===== src/rtl/mem_wb_stage_pkg.sv =====
// Shared encodings for the MEM/WB stage: load-type codes and write-back FSM states.
package mem_wb_stage_pkg;

  localparam int DATA_W = 32;

  typedef enum logic [2:0] {
    LOAD_NONE = 3'd0,
    LOAD_LB   = 3'd1,
    LOAD_LBU  = 3'd2,
    LOAD_LH   = 3'd3,
    LOAD_LHU  = 3'd4,
    LOAD_LW   = 3'd5,
    LOAD_LWL  = 3'd6,
    LOAD_LWR  = 3'd7
  } load_type_e;

  typedef enum logic [1:0] {
    IDLE = 2'd0,
    WAIT = 2'd1,
    HAVE = 2'd2
  } wb_state_e;

endpackage


===== src/rtl/mem_wb_stage_load_formatter.sv =====
// Combinational load-data formatter: byte/half extraction, extension and LWL/LWR merge.
// Kept standalone so the forwarding path can reuse it.
module load_formatter
  import mem_wb_stage_pkg::*;
(
  input  load_type_e          load_type,
  input  logic [1:0]          off,
  input  logic [DATA_W-1:0]   m,
  input  logic [DATA_W-1:0]   rt,
  output logic [DATA_W-1:0]   data
);

  logic [7:0]  byte_sel;
  logic [15:0] half_sel;

  always_comb begin
    byte_sel = m[7:0];
    case (off)
      2'd0: byte_sel = m[7:0];
      2'd1: byte_sel = m[15:8];
      2'd2: byte_sel = m[23:16];
      2'd3: byte_sel = m[31:24];
      default: byte_sel = m[7:0];
    endcase
    // Halfword alignment is checked upstream, so only off[1] matters.
    half_sel = off[1] ? m[31:16] : m[15:0];
  end

  always_comb begin
    data = m;
    case (load_type)
      LOAD_LB:  data = {{24{byte_sel[7]}}, byte_sel};
      LOAD_LBU: data = {24'd0, byte_sel};
      LOAD_LH:  data = {{16{half_sel[15]}}, half_sel};
      LOAD_LHU: data = {16'd0, half_sel};
      LOAD_LW:  data = m;
      LOAD_LWL: begin
        case (off)
          2'd0: data = {m[7:0],  rt[23:0]};
          2'd1: data = {m[15:0], rt[15:0]};
          2'd2: data = {m[23:0], rt[7:0]};
          default: data = m;
        endcase
      end
      LOAD_LWR: begin
        case (off)
          2'd1: data = {rt[31:24], m[31:8]};
          2'd2: data = {rt[31:16], m[31:16]};
          2'd3: data = {rt[31:8],  m[31:24]};
          default: data = m;
        endcase
      end
      default: data = m;
    endcase
  end

endmodule


===== src/rtl/mem_wb_stage.sv =====
// MEM/WB pipeline register and write-back stage feeding the register file,
// including a variable-latency load handshake on dm_data_ok.
//
// state | meaning
// IDLE  | no load outstanding; a load completing in its first WB cycle writes here
// WAIT  | load in WB, data not yet returned; stage is busy
// HAVE  | load data returned while held; writes repeat from the buffer
module mem_wb_stage
  import mem_wb_stage_pkg::*;
#(
  parameter int WIDTH      = 32,
  parameter int ADDR_WIDTH = 5
) (
  input  logic                  clk,
  input  logic                  rst_n,
  input  logic                  stall,
  input  logic                  flush,
  input  logic                  mem_valid,
  input  logic                  mem_reg_write,
  input  logic [ADDR_WIDTH-1:0] mem_write_reg,
  input  logic [WIDTH-1:0]      mem_result,
  input  logic [2:0]            mem_load_type,
  input  logic [WIDTH-1:0]      mem_rt_data,
  input  logic [WIDTH-1:0]      dm_rdata,
  input  logic                  dm_data_ok,
  output logic                  RegWrite,
  output logic [ADDR_WIDTH-1:0] Write_register,
  output logic [WIDTH-1:0]      Write_data,
  output logic                  wb_valid,
  output logic                  wb_busy
);

  logic                  wb_reg_write;
  logic [ADDR_WIDTH-1:0] wb_write_reg;
  logic [WIDTH-1:0]      wb_result;
  load_type_e            wb_load_type;
  logic [WIDTH-1:0]      wb_rt_data;

  wb_state_e        state_q, state_d;
  logic [WIDTH-1:0] load_buf;
  logic             buf_en;
  logic             is_load;
  logic             load_present;
  logic             advance;
  logic             load_ready;
  logic [WIDTH-1:0] load_src;
  logic [WIDTH-1:0] load_data;

  // Once an instruction is in WB it is past commit, so busy overrides flush/stall.
  always_ff @(posedge clk or negedge rst_n) begin
    if (!rst_n) begin
      wb_valid     <= 1'b0;
      wb_reg_write <= 1'b0;
      wb_write_reg <= '0;
      wb_result    <= '0;
      wb_load_type <= LOAD_NONE;
      wb_rt_data   <= '0;
    end else if (!wb_busy) begin
      if (flush) begin
        wb_valid     <= 1'b0;
        wb_reg_write <= 1'b0;
        wb_load_type <= LOAD_NONE;
      end else if (!stall) begin
        wb_valid     <= mem_valid;
        wb_reg_write <= mem_reg_write;
        wb_write_reg <= mem_write_reg;
        wb_result    <= mem_result;
        wb_load_type <= load_type_e'(mem_load_type);
        wb_rt_data   <= mem_rt_data;
      end
    end
  end

  always_ff @(posedge clk or negedge rst_n) begin
    if (!rst_n) begin
      state_q  <= IDLE;
      load_buf <= '0;
    end else begin
      state_q <= state_d;
      if (buf_en) load_buf <= dm_rdata;
    end
  end

  assign is_load      = (wb_load_type != LOAD_NONE);
  assign load_present = wb_valid & is_load;
  assign advance      = flush | ~stall;

  always_comb begin
    state_d = state_q;
    buf_en  = 1'b0;
    case (state_q)
      IDLE: begin
        if (load_present) begin
          if (dm_data_ok) begin
            buf_en = 1'b1;
            if (!advance) state_d = HAVE;
          end else begin
            state_d = WAIT;
          end
        end
      end
      WAIT: begin
        if (dm_data_ok) begin
          buf_en  = 1'b1;
          state_d = advance ? IDLE : HAVE;
        end
      end
      HAVE: begin
        if (advance) state_d = IDLE;
      end
      default: state_d = IDLE;
    endcase
  end

  assign wb_busy    = load_present & (state_q != HAVE) & ~dm_data_ok;
  assign load_ready = (state_q == HAVE) | dm_data_ok;
  assign load_src   = (state_q == HAVE) ? load_buf : dm_rdata;

  load_formatter u_fmt (
    .load_type (wb_load_type),
    .off       (wb_result[1:0]),
    .m         (load_src),
    .rt        (wb_rt_data),
    .data      (load_data)
  );

  assign Write_register = wb_write_reg;
  assign Write_data     = is_load ? load_data : wb_result;
  assign RegWrite       = wb_valid & wb_reg_write & (wb_write_reg != '0)
                        & (~is_load | load_ready);

endmodule


===== config.mk =====
export PLATFORM = sky130hd
export DESIGN_NAME = mem_wb_stage
export DESIGN_NICKNAME = d
export VERILOG_FILES = /design/src/rtl/mem_wb_stage_pkg.sv /design/src/rtl/mem_wb_stage_load_formatter.sv /design/src/rtl/mem_wb_stage.sv
export SDC_FILE = /design/constraint.sdc
export NUM_CORES = 1
export LEC_CHECK = 0
export CAP_MARGIN = 10
export CELL_PAD_IN_SITES_DETAIL_PLACEMENT = 1
export CELL_PAD_IN_SITES_GLOBAL_PLACEMENT = 2
export CORE_AREA = 2 2 156 158
export CTS_BUF_LIST = sky130_fd_sc_hd__clkbuf_4
export DETAILED_ROUTE_END_ITERATION = 8
export DIE_AREA = 0 0 158 160
export PLACE_DENSITY_LB_ADDON = 0.1
export SYNTH_ARGS = -nofsm -noshare
export SYNTH_HDL_FRONTEND = slang
export SYNTH_SLANG_ARGS = --single-unit
export TNS_END_PERCENT = 100

===== constraint.sdc =====
create_clock -name clk -period 3.6 [get_ports clk]
set_input_delay 1.08 -clock clk [delete_from_list [all_inputs] [get_ports clk]]
set_output_delay 1.08 -clock clk [all_outputs]
set_load 0.005 [all_outputs]

==> flow_summary_export.csv, run 1 <==
group,metric,value,unit
run_status,status,"complete, but fails checks",
run_status,violations,"setup timing",
placed_design,hpwl,21.2,mm
routing,drc,0,
synthesis,syn-num-nets,769,
worst_setup_path,cp.required,2.52,ns
synthesis,async_flop_share,1.00,
worst_setup_path,slowest_stage,"mux4_2",
routing,drt-initial-drc-count,336,
synthesis,yosys-top-cells-count,"mux2_2, dfrtp_1, nand2_1, mux2i_1, nor2_1",
global_route,gr-total-overflow,0,
finish,fin_area,0.0103,mm²
placed_design,numPortBuffers,150,
global_route,grt_use_total,0.233,
synthesis,synth_top_cell_by_area,"dfrtp_1",
placed_design,dpl-instance-area,0.00941,mm²
synthesis,synth_top_cell_area_share,0.403,
worst_setup_path,r2r.worst_path.cells,9,
sta,finalClockSkew,0.0318,ns
pwr,leakage,0.00445,µW
worst_setup_path,startpoint,"dm_rdata[15]",
synthesis,postSynthAreaPerCell,10.2,µm²
finish,final_util,0.432,
clock_tree,htreeDepth,3,
floorplanning,die_area,0.0253,mm²
worst_setup_path,r2r-start,"wb_load_type[1]$_DFFE_PN0P_",
clock_tree,cts_root_buffer,"clkbuf_4",
routing,ant_nets,0,
finish,syn_to_final_growth,53.2,%
floorplanning,io_pins,151,
worst_setup_path,crit_end,"Write_data[12]",
routing,dr.pass1.iters,4,
clock_tree,cts_buffers,9,
synthesis,syn_area,0.00671,mm²
floorplanning,start_util,0.282,
floorplanning,fp.dieW,158,µm
finish,final_nets,1044,
routing,wl_per_cell,22.7,µm
worst_setup_path,regToRegSetupSlack,0.95,ns
sta,rsz0062_at_grt,"true",
synthesis,synth_cell_type_count,47,
sta,finalCritPeriodShare,1.10,
min_path,worstHoldPathType,"flip-flop to flip-flop",
routing,num_vias,6524,
finish,nFillCells,2698,
sta,setup_ws,-0.346,ns
pwr,peakVddDrop,0.000174,V
worst_setup_path,critical_path_class,"input port to primary output",
clock_tree,clk_latency,0.51,ns
worst_setup_path,crit_path_max_incr_delay,0.55,ns
synthesis,synth_edf_count,0,
global_route,grt_pass1_vias,7124,
job,cap_violations,0,
synthesis,synth-seq-cells,108,
sta,tightest_slew,0.648,ns
clock_tree,cts_tree,"built",
global_route,grt_max_degree,77,
worst_setup_path,critical_path.cell_chain,"buf_2 -> mux2_4 -> mux4_2 -> and2_4 -> buf_6 -> or3_4 -> buf_6",
worst_setup_path,critical_path.endpoint_type,"primary output",
sta,timing.fmax,0.253,GHz
routing,drt_wl_total,28.7,mm
clock_tree,cts_buffer_depth,2,
synthesis,synth.most_common_cell,"mux2_2",
worst_setup_path,cp_max_fo,5,
global_route,grt_antenna_before_repair,1,
sta,timing.setup.tns,-8.20,ns
routing,viasPerCell,5.17,
sta,setup_viol,31,
worst_setup_path,worstPathArrival,2.87,ns
synthesis,synth_warnings,0,
synthesis,yosysSeqAreaShare,0.403,
sta,slew_viol_final,0,
synthesis,synthCells,658,
sta,hold_viol,0,
clock_tree,cts_num_sinks,108,
worst_setup_path,path_common_cell,"buf_6",
sta,finalCriticalPeriod,3.95,ns
sta,relSlewSlack,0.568,
floorplanning,placementRows,57,
pwr,p_per_area,392,mW/mm²
worst_setup_path,start_kind,"input port",
clock_tree,clkSlewWorstSetupHoldPaths,0.18,ns
floorplanning,fp.coreArea,0.0238,mm²
clock_tree,cts-hold-fix-buffers,0,
global_route,grt_pass1_wl,44.1,mm
placed_design,routabilityCongestion,0.898,
worst_setup_path,r2r-end,"load_buf[5]$_DFFE_PN0P_",
finish,final_layout_size_suffix_gt1_frac,0.433,
floorplanning,die_h,160,µm
synthesis,synthFlopType,"dfrtp_1",
synthesis,synthTopCellsByArea,"dfrtp_1, mux2_2, mux2i_1",
[layout by cell type (no fill, tap or decap), types with 23 or more instances in the layout]
master and n:
clkdlybuf4s50_1 97, nand2_1 61, buf_6 23, buf_4 138, o21ai_0 31, a21oi_1 31
mux2i_1 35, buf_2 31, mux2_2 107, dfrtp_1 105, nor2_1 42
[area by class of cell]
class | instances | area [µm²] | area share
multi-input combinational | 491 | 4220 | 0.410
timing repair buffer | 317 | 2780 | 0.270
sequential | 108 | 2710 | 0.263
tap | 324 | 405 | 0.0394
clock inverter | 7 | 81.3 | 0.00791
clock buffer | 9 | 67.6 | 0.00657
inverter | 6 | 22.5 | 0.00219
antenna | 1 | 2.50 | 0.000243
[layer usage]
metal | vias to the layer above | global-route usage | wire [µm]
li1 | 3014 | - | -
met1 | 3319 | 0.354 | 14300
met2 | 175 | 0.343 | 12400
met4 | 0 | 0.0422 | 314
met5 | - | 0 | 0
met3 | 16 | 0.0469 | 1630
[power breakdown]
group          leakage, µW  switching (µW)  total [µW]  internal (µW)
Clock            0.0000828             466         689            223
Sequential         0.00128             216        1690           1480
Combinational      0.00309             735        1640            906
[through the flow]
stage | setup slack, ns | std cells | hold WS (ns) | total power, µW
after floorplan | 0.0106 | 658 | 0.460 | 2400
after global placement | -1.04 | 1203 | 0.486 | 3150
after detailed placement | -1.09 | 1203 | 0.495 | 3200
after CTS | -0.361 | 1260 | 0.536 | 4030
after global routing | -0.437 | 1263 | 0.546 | 4280
final | -0.346 | 1263 | 0.530 | 4020
[timing repair]
action,in CTS,in global routing
resized for setup,250,22
buffers inserted,44,3
gates cloned,1,0
endpoints found under the setup margin,34,34
pin swaps,28,9
[worst min path at each step]
stage                              startpoint                        end  slack, ns  cells after the start
finish               load_buf[20]$_DFFE_PN0P_   load_buf[20]$_DFFE_PN0P_       0.53                      1
global route         load_buf[20]$_DFFE_PN0P_   load_buf[20]$_DFFE_PN0P_       0.55                      1
CTS                  load_buf[20]$_DFFE_PN0P_   load_buf[20]$_DFFE_PN0P_       0.54                      1
detailed placement   load_buf[20]$_DFFE_PN0P_   load_buf[20]$_DFFE_PN0P_       0.50                      1
global placement    wb_result[21]$_DFFE_PN0P_  wb_result[21]$_DFFE_PN0P_       0.49                      1
floorplan            wb_reg_write$_DFFE_PN0P_   wb_reg_write$_DFFE_PN0P_       0.46                      1
[sequential cells by signal (all words and copies together) (netlist names)]
register,flops
state_q,2
wb_reg_write,1
load_buf,32
wb_rt_data,32
wb_valid,1
wb_result,32
Write_register,5
wb_load_type,3
[worst max-delay path, delay by kind of cell]
family	cells	cell delay, ns
buffers and inverters	3	0.39
multiplexers	2	0.81
AND/OR/NAND/NOR	2	0.58
[cells by family (layout without fill, tap and decap cells)]
kind of cell,count (synthesis),after routing,synth area share
xor gates and xnor gates,2,2,0.00261
other,0,1,0
and+or+nand+nor,147,147,0.0970
muxes,171,171,0.290
AOI/OAI and AO/OA,171,171,0.171
buffers and inverters,59,339,0.0365
DFF,108,108,0.403
No activity file was read; power rests on OpenSTA's default activity.
==> inputs of run 2 (changes only) <==
Settings changed: CORE_AREA 2 2 156 158 to 2 2 142 144, DIE_AREA 0 0 158 160 to 0 0 144 146.
Clock period 3.6 ns to 5.1 ns, I/O delays scaled along.
==> run 2 against run 1 <==
The run now ends clean. Clock skew grew 0.0017 ns. Routed wire length down 6.2%. Via count is 3.6% lower. Power down 33%. Clock power fell by 35%. Critical path depth up 1. Count of clock-buffer cells in the layout unchanged. Register-to-register slack better by 1.1 ns. Sequential share of layout area grew 2.7 points. Cell area down 9.5%. Critical path type unchanged.
==> flow_summary_export.csv, run 2 (synthesized netlist as in run 1, its figures left out) <==
group,metric,value,unit
clock_tree,cts_tree,"built",
pwr,leakage,0.00403,µW
worst_setup_path,regToRegSetupSlack,2.06,ns
global_route,grt_antenna_before_repair,1,
routing,num_vias,6291,
worst_setup_path,cp.required,3.57,ns
finish,final_util,0.481,
worst_setup_path,worstPathArrival,3.54,ns
placed_design,routabilityCongestion,0.888,
global_route,grt_pass1_wl,41.0,mm
floorplanning,fp.dieW,144,µm
routing,drt_wl_total,26.9,mm
routing,ant_nets,0,
floorplanning,start_util,0.347,
placed_design,hpwl,19.9,mm
clock_tree,cts_num_sinks,108,
global_route,grt_pass1_vias,6694,
worst_setup_path,start_kind,"input port",
sta,hold_viol,0,
sta,rsz0062_at_grt,"true",
floorplanning,die_h,146,µm
routing,dr.pass1.iters,5,
min_path,min_path_cells,1,
pwr,peakVddDrop,0.000117,V
routing,drt-initial-drc-count,381,
run_status,status,"finished clean",
clock_tree,cts_buffers,9,
routing,wl_per_cell,23.8,µm
finish,reg.largest.list,"load_buf (32), wb_result (32), wb_rt_data (32)",
sta,slew_viol_final,0,
clock_tree,cts-hold-fix-buffers,0,
clock_tree,cts_buffer_depth,2,
routing,drc,0,
job,cap_violations,0,
sta,finalCriticalPeriod,5.07,ns
clock_tree,clkSlewWorstSetupHoldPaths,0.17,ns
min_path,worstHoldPathType,"flip-flop to flip-flop",
routing,viasPerCell,5.56,
clock_tree,clk_latency,0.54,ns
placed_design,numPortBuffers,150,
sta,setup_ws,0.0283,ns
worst_setup_path,r2r-end,"wb_rt_data[18]$_DFFE_PN0P_",
min_path,whs_endpoint,"load_buf[16]$_DFFE_PN0P_",
worst_setup_path,cp_max_fo,3,
sta,finalCritPeriodShare,0.994,
sta,finalClockSkew,0.0335,ns
sta,timing.fmax,0.197,GHz
finish,final_cell_mix,"clkdlybuf4s50_1, mux2_2, dfrtp_1",
worst_setup_path,startpoint,"dm_rdata[7]",
finish,final_common_cell,"clkdlybuf4s50_1",
sta,relSlewSlack,0.281,
global_route,grt_use_total,0.260,
global_route,grt_max_degree,62,
global_route,gr-total-overflow,0,
finish,final_layout_size_suffix_gt1_frac,0.309,
floorplanning,die_area,0.0210,mm²
finish,final_nets,972,
floorplanning,placementRows,51,
floorplanning,fp.coreArea,0.0193,mm²
finish,fin_area,0.00930,mm²
placed_design,dpl-instance-area,0.00901,mm²
sta,setup_viol,0,
worst_setup_path,r2r.worst_path.cells,7,
finish,syn_to_final_growth,38.7,%
worst_setup_path,critical_path.endpoint_type,"primary output",
pwr,total_power,2680,µW
min_path,hold_start,"load_buf[16]$_DFFE_PN0P_",
placed_design,dp_slack,-0.454,ns
pwr,p_per_area,288,mW/mm²
worst_setup_path,critical_path_class,"input port to primary output",
worst_setup_path,r2r-start,"wb_load_type[0]$_DFFE_PN0P_",
clock_tree,htreeDepth,3,
sta,tightest_slew,1.07,ns
clock_tree,cts_root_buffer,"clkbuf_4",
floorplanning,io_pins,151,
[run 2: changes by cell type in the layout (fill, tap and decap cells not counted), sizes merged]
cell / previous run / this run
dlygate4sd2: 16 / 13
clkdlybuf4s50: 97 / 117
buf: 202 / 97
clkdlybuf4s15: 0 / 4
clkbuf: 9 / 21
diode: 1 / 2
bufinv: 1 / 0
[run 2: worst max-delay path by stage]
stage                           endpoint  cells past startpoint
final                     Write_data[20]                      8
after global routing      Write_data[17]                      8
after CTS                 Write_data[27]                      8
after detailed placement  Write_data[15]                      6
after global placement    Write_data[15]                      6
after floorplan           Write_data[15]                      4
[run 2: final cells by class]
cell class	count	area [µm²]
antenna	2	5.00
fill	2207	10000
tap	265	332
timing repair buffer	245	2220
inverter	6	22.5
clock inverter	6	57.6
sequential	108	2700
clock buffer	9	67.6
multi-input combinational	491	3900
[run 2: power by group]
| group | total [µW] | switching [µW] | internal (µW) |
|---|---|---|---|
| logic | 1040 | 467 | 569 |
| registers | 1190 | 151 | 1040 |
| clock network | 448 | 339 | 109 |
| total | 2680 | 957 | 1720 |
[run 2: through the flow]
step	std cells	TNS, ns	hold WS, ns
after floorplan	658	0	0.460
after global placement	1105	-9.06	0.485
after detailed placement	1105	-9.45	0.497
after CTS	1128	-0.00369	0.538
after global routing	1132	-0.0406	0.553
final	1132	0	0.533
[run 2: routing by layer]
| metal | vias up | routed length [µm] | GRT usage |
|---|---|---|---|
| li1 | 2867 | - | - |
| met1 | 3184 | 13100 | 0.401 |
| met2 | 223 | 11800 | 0.385 |
| met3 | 17 | 1740 | 0.0421 |
| met4 | 0 | 277 | 0.0505 |
| met5 | - | 0 | 0 |
[run 2: worst max-delay path, cell delays in order]
cell and delay (ns):
dlygate4sd2_1 0.26, mux2_4 0.28, mux4_2 0.54, nand2_2 0.13
nand2b_4 0.08, buf_4 0.15, a221o_1 0.31, dlygate4sd2_1 0.26
[run 2: what timing repair did]
item                       4_1_cts  5_1_grt
resized for setup               60       33
setup endpoints to repair       29       24
pin swaps                        4        2
buffers inserted                 7        2
cloned                           1        0
==> inputs of run 3 (changes only) <==
Settings changed: GPL_TIMING_DRIVEN set to 0, SLEW_MARGIN set to 20.
==> run 3 against run 2 <==
The flow now finishes with violations (setup timing). Critical path type unchanged. Fmax down 1.5%. Cell area shrank 3.2%. Non-clock buffer count fell by 27. Critical endpoint is now Write_data[2]. Die area unchanged. Sequential power about the same. Critical path depth down 2.
==> flow_summary_export.csv, run 3 (synthesized netlist as in run 1, its figures left out) <==
group,metric,value,unit
pwr,leakage,0.00373,µW
sta,relSlewSlack,0.219,
global_route,grt_pass1_wl,43.5,mm
global_route,grt_max_degree,66,
clock_tree,htreeDepth,3,
floorplanning,fp.coreArea,0.0193,mm²
worst_setup_path,startpoint,"dm_rdata[10]",
clock_tree,cts_num_sinks,108,
pwr,clkPwrFrac,0.165,
floorplanning,die_area,0.0210,mm²
pwr,power.switching,990,µW
sta,setup_ws,-0.0476,ns
placed_design,dpl-instance-area,0.00857,mm²
routing,drt-initial-drc-count,439,
routing,ant_nets,0,
floorplanning,fp.dieW,144,µm
pwr,peakVddDrop,0.000130,V
clock_tree,cts_buffers,9,
worst_setup_path,start_kind,"input port",
clock_tree,cts_buffer_depth,2,
global_route,grt_pass1_vias,6862,
sta,finalCriticalPeriod,5.15,ns
clock_tree,cts_root_buffer,"clkbuf_4",
global_route,grt_use_total,0.281,
worst_setup_path,r2r.worst_path.cells,7,
sta,hold_viol,0,
worst_setup_path,worstPathArrival,3.62,ns
finish,fin_area,0.00901,mm²
run_status,violations,"setup timing",
finish,register_area,0.00270,mm²
min_path,worstHoldPathType,"flip-flop to flip-flop",
routing,viasPerCell,5.84,
sta,finalCritPeriodShare,1.01,
finish,syn_to_final_growth,34.3,%
floorplanning,die_h,146,µm
worst_setup_path,regToRegSetupSlack,1.24,ns
finish,final_cell_mix,"clkdlybuf4s50_1, mux2_2, dfrtp_1",
pwr,share_comb_of_total_power,0.388,
sta,finalClockSkew,0.0157,ns
sta,rsz0062_at_grt,"true",
placed_design,numPortBuffers,150,
pwr,p_int,1680,µW
worst_setup_path,r2r-start,"wb_load_type[0]$_DFFE_PN0P_",
sta,timing.setup.tns,-0.0574,ns
finish,final_common_cell,"clkdlybuf4s50_1",
placed_design,hpwl,22.6,mm
pwr,p_per_area,297,mW/mm²
worst_setup_path,critical_path.endpoint_type,"primary output",
finish,multi_input_comb_area,0.00398,mm²
clock_tree,cts-hold-fix-buffers,0,
routing,dr.pass1.iters,5,
placed_design,routabilityCongestion,0.927,
routing,num_vias,6450,
worst_setup_path,r2r-end,"wb_result[19]$_DFFE_PN0P_",
worst_setup_path,critical_path_class,"input port to primary output",
placed_design,placedCellCount,1074,
routing,wl_per_cell,26.4,µm
floorplanning,start_util,0.347,
finish,final_util,0.466,
run_status,status,"complete, but fails checks",
clock_tree,cts_tree,"built",
pwr,seqPwrFrac,0.447,
worst_setup_path,cp.required,3.57,ns
sta,setup_viol,2,
finish,reg.largest.list,"load_buf (32), wb_result (32), wb_rt_data (32)",
worst_setup_path,crit_end,"Write_data[2]",
sta,whs,0.535,ns
finish,nFillCells,2194,
floorplanning,io_pins,151,
finish,fin_cells,1105,
clock_tree,clk_latency,0.51,ns
sta,slew_viol_final,0,
finish,final_layout_size_suffix_gt1_frac,0.259,
worst_setup_path,cp_max_fo,4,
global_route,gr-total-overflow,0,
routing,drt_wl_total,29.2,mm
clock_tree,clkSlewWorstSetupHoldPaths,0.18,ns
global_route,grt_antenna_before_repair,1,
floorplanning,placementRows,51,
finish,final_nets,945,
min_path,min_path_cells,1,
pwr,swShare,0.370,
routing,drc,0,
job,cap_violations,0,
sta,tightest_slew,1.16,ns
sta,timing.fmax,0.194,GHz
-- run 3: cell types whose count changed in the layout (fill, tap and decap cells not counted), sizes merged, moves of 2 or more --
cell           previous run  this run
clkbuf                   21        46
clkinvlp                  0         2
dlymetal6s2s              2         4
buf                      97        41
clkdlybuf4s15             4         6
-- run 3: worst min-delay path by stage --
stage / end / from
after floorplan: wb_reg_write$_DFFE_PN0P_ / wb_reg_write$_DFFE_PN0P_
after global placement: load_buf[14]$_DFFE_PN0P_ / load_buf[14]$_DFFE_PN0P_
after detailed placement: load_buf[12]$_DFFE_PN0P_ / load_buf[12]$_DFFE_PN0P_
after CTS: wb_result[8]$_DFFE_PN0P_ / wb_result[8]$_DFFE_PN0P_
after global routing: load_buf[14]$_DFFE_PN0P_ / load_buf[14]$_DFFE_PN0P_
final: load_buf[1]$_DFFE_PN0P_ / load_buf[1]$_DFFE_PN0P_
-- run 3: routing by layer --
metal  wire length [µm]  global-route usage
met1              13500               0.410
met4                552              0.0745
met2              13300               0.439
met5                  0                   0
met3               1840              0.0352
-- run 3: what timing repair did --
item                                    CTS  global route
pin swaps                                 9             5
gates cloned                              1             0
gates resized for setup                  95            28
setup buffers                            13             1
endpoints found under the setup margin   33            21
-- run 3: critical path, stage by stage --
cell and delay [ns]:
clkdlybuf4s50_1 0.44, mux2i_2 0.41, mux2i_1 0.28, a222oi_1 0.35, nand2_1 0.13, clkdlybuf4s50_1 0.47
-- run 3: through the flow --
| step | total power, µW | setup slack, ns |
|---|---|---|
| global route | 2810 | -0.0817 |
| global placement | 2150 | -1.61 |
| finish | 2670 | -0.0476 |
| floorplan | 1690 | 0.585 |
| detailed placement | 2190 | -0.685 |
| CTS | 2670 | 0.00262 |
-- run 3: area by class of cell --
| type | count | share of cell area |
|---|---|---|
| Clock inverter | 7 | 0.00667 |
| Tap cell | 265 | 0.0368 |
| Buffer | 52 | 0.0275 |
| Inverter | 6 | 0.00250 |
| Multi-Input combinational cell | 491 | 0.442 |
| Sequential cell | 108 | 0.300 |
| Timing Repair Buffer | 166 | 0.177 |
| Clock buffer | 9 | 0.00750 |
| Antenna cell | 1 | 0.000278 |
-- run 3: power by group through the flow --
| stage | Sequential [µW] | Combinational [µW] | Clock (µW) |
|---|---|---|---|
| 6_report | 1200 | 1040 | 441 |
| 5_1_grt | 1220 | 1110 | 484 |
| 4_1_cts | 1190 | 1020 | 455 |
| 3_5_place_dp | 1200 | 992 | 0 |
| 3_3_place_gp | 1190 | 962 | 0 |
| 2_1_floorplan | 1140 | 553 | 0 |
==> RTL change, RTL diff (settings of run 2) <==
Make the reset (`rst_n`) synchronous in 2 clocked blocks.
--- a/src/rtl/mem_wb_stage.sv
+++ b/src/rtl/mem_wb_stage.sv
@@ -49,3 +49,3 @@
   // Once an instruction is in WB it is past commit, so busy overrides flush/stall.
-  always_ff @(posedge clk or negedge rst_n) begin
+  always_ff @(posedge clk) begin
     if (!rst_n) begin
@@ -73,3 +73,3 @@
 
-  always_ff @(posedge clk or negedge rst_n) begin
+  always_ff @(posedge clk) begin
     if (!rst_n) begin
Check against the original RTL: differs if rst_n is asserted again (counterexample within 4 cycles, from zero or initial values and one cycle with rst_n low); with rst_n held inactive, the same outputs for 4 cycles.
==> RTL change against run 2 <==
- count of clock-buffer cells in the layout is 1 higher
- total power is 29% lower
- sequential power is 24% lower
- first-iteration DRC count is 74% higher
- global-route usage is 1.7 points higher
- maximum frequency is 1.4% higher
- worst setup slack better by 68 ps
- utilization is 2.2 points higher
- final area is 4.5% higher
- cell count is 22% higher
- area after synthesis is 5.6% higher
- routed wire length is 9.2% higher
- sequential cell count stayed put
==> RTL change: results (changes against run 2) <==
The met2 track demand over resource in global routing is 0.414 (+0.0286). The clock insertion delay at the later pin of the skew report is 520 ps (-20 ps), and the layout buffer count excluding clock buffers is 273 (+11%). The run gives 1,026 (+33%) as the net count after synthesis. The cell-internal power is 0.00130 W (-24%), and the synthesized-area fraction occupied by xor and xnor cells is 0 (-0.00261). The power of the combinational group was 0.000548 W (-47%). The share of the synthesized area in compound gates (AO/OA/AOI/OAI) was 0.289 (+0.118); the maximum vdd ir drop was 0.0899 mV (-23%).

The cell type group with the largest total delay on the critical path was buffers and inverters. The run gives 713 (+45%) as the total number of multi-input combinational cells. The global-route wire length before repair is 44,500 µm (+8.6%). The run gives 1,386 (+22%) as the non-filler instance count after layout. Share of synthesized area spent on multiplexers: 0.143 (-0.147).

Placement-stage cell area: 0.00938 mm² (+4.1%). The largest net degree at the start of global routing is 70 (+13%). The relative area of clock buffers and inverters in the final design was 0.0133 (-0.000195). The adder-cell share of the synthesized area is 0.00141 (+0.00141). Headroom to the max-slew limit: 0.377 (+0.0965). The share of layout cells above drive strength 1 works out to 0.191 (-0.118).

The number of nets in the final layout is 1,227 (+26%), and the HPWL after detailed placement is 21,900 µm (+9.8%). Worst clock skew on the final layout: 13.6 ps (-19.9 ps). The run finished with clean final reports. The sequential cell fraction of total power is 0.475 (+0.029), and the number of gates given a new drive strength after cts is 94 (+57%). The number of buffers inserted to repair setup after CTS came out at 10 (+3).
[RTL change: cell count changes in the layout (fill, tap and decap cells not counted), moves of 10 or more]
cell	run 2	this run
sky130_fd_sc_hd__nand3_1	4	14
sky130_fd_sc_hd__dlygate4sd2_1	13	43
sky130_fd_sc_hd__buf_4	88	118
sky130_fd_sc_hd__a21boi_0	0	102
sky130_fd_sc_hd__nand2_1	63	253
sky130_fd_sc_hd__clkdlybuf4s50_1	117	92
sky130_fd_sc_hd__dfxtp_1	0	107
sky130_fd_sc_hd__dfrtp_1	108	0
sky130_fd_sc_hd__mux2_2	110	8
sky130_fd_sc_hd__mux4_2	7	17
[RTL change: worst max path at each step]
stage	from	to	cells after the start
6_report	dm_rdata[15]	Write_data[20]	8
3_3_place_gp	dm_rdata[15]	Write_data[19]	9
5_1_grt	dm_rdata[6]	Write_data[14]	8
3_5_place_dp	dm_rdata[15]	Write_data[19]	9
4_1_cts	dm_rdata[6]	Write_data[30]	8
2_1_floorplan	dm_rdata[31]	Write_data[30]	7
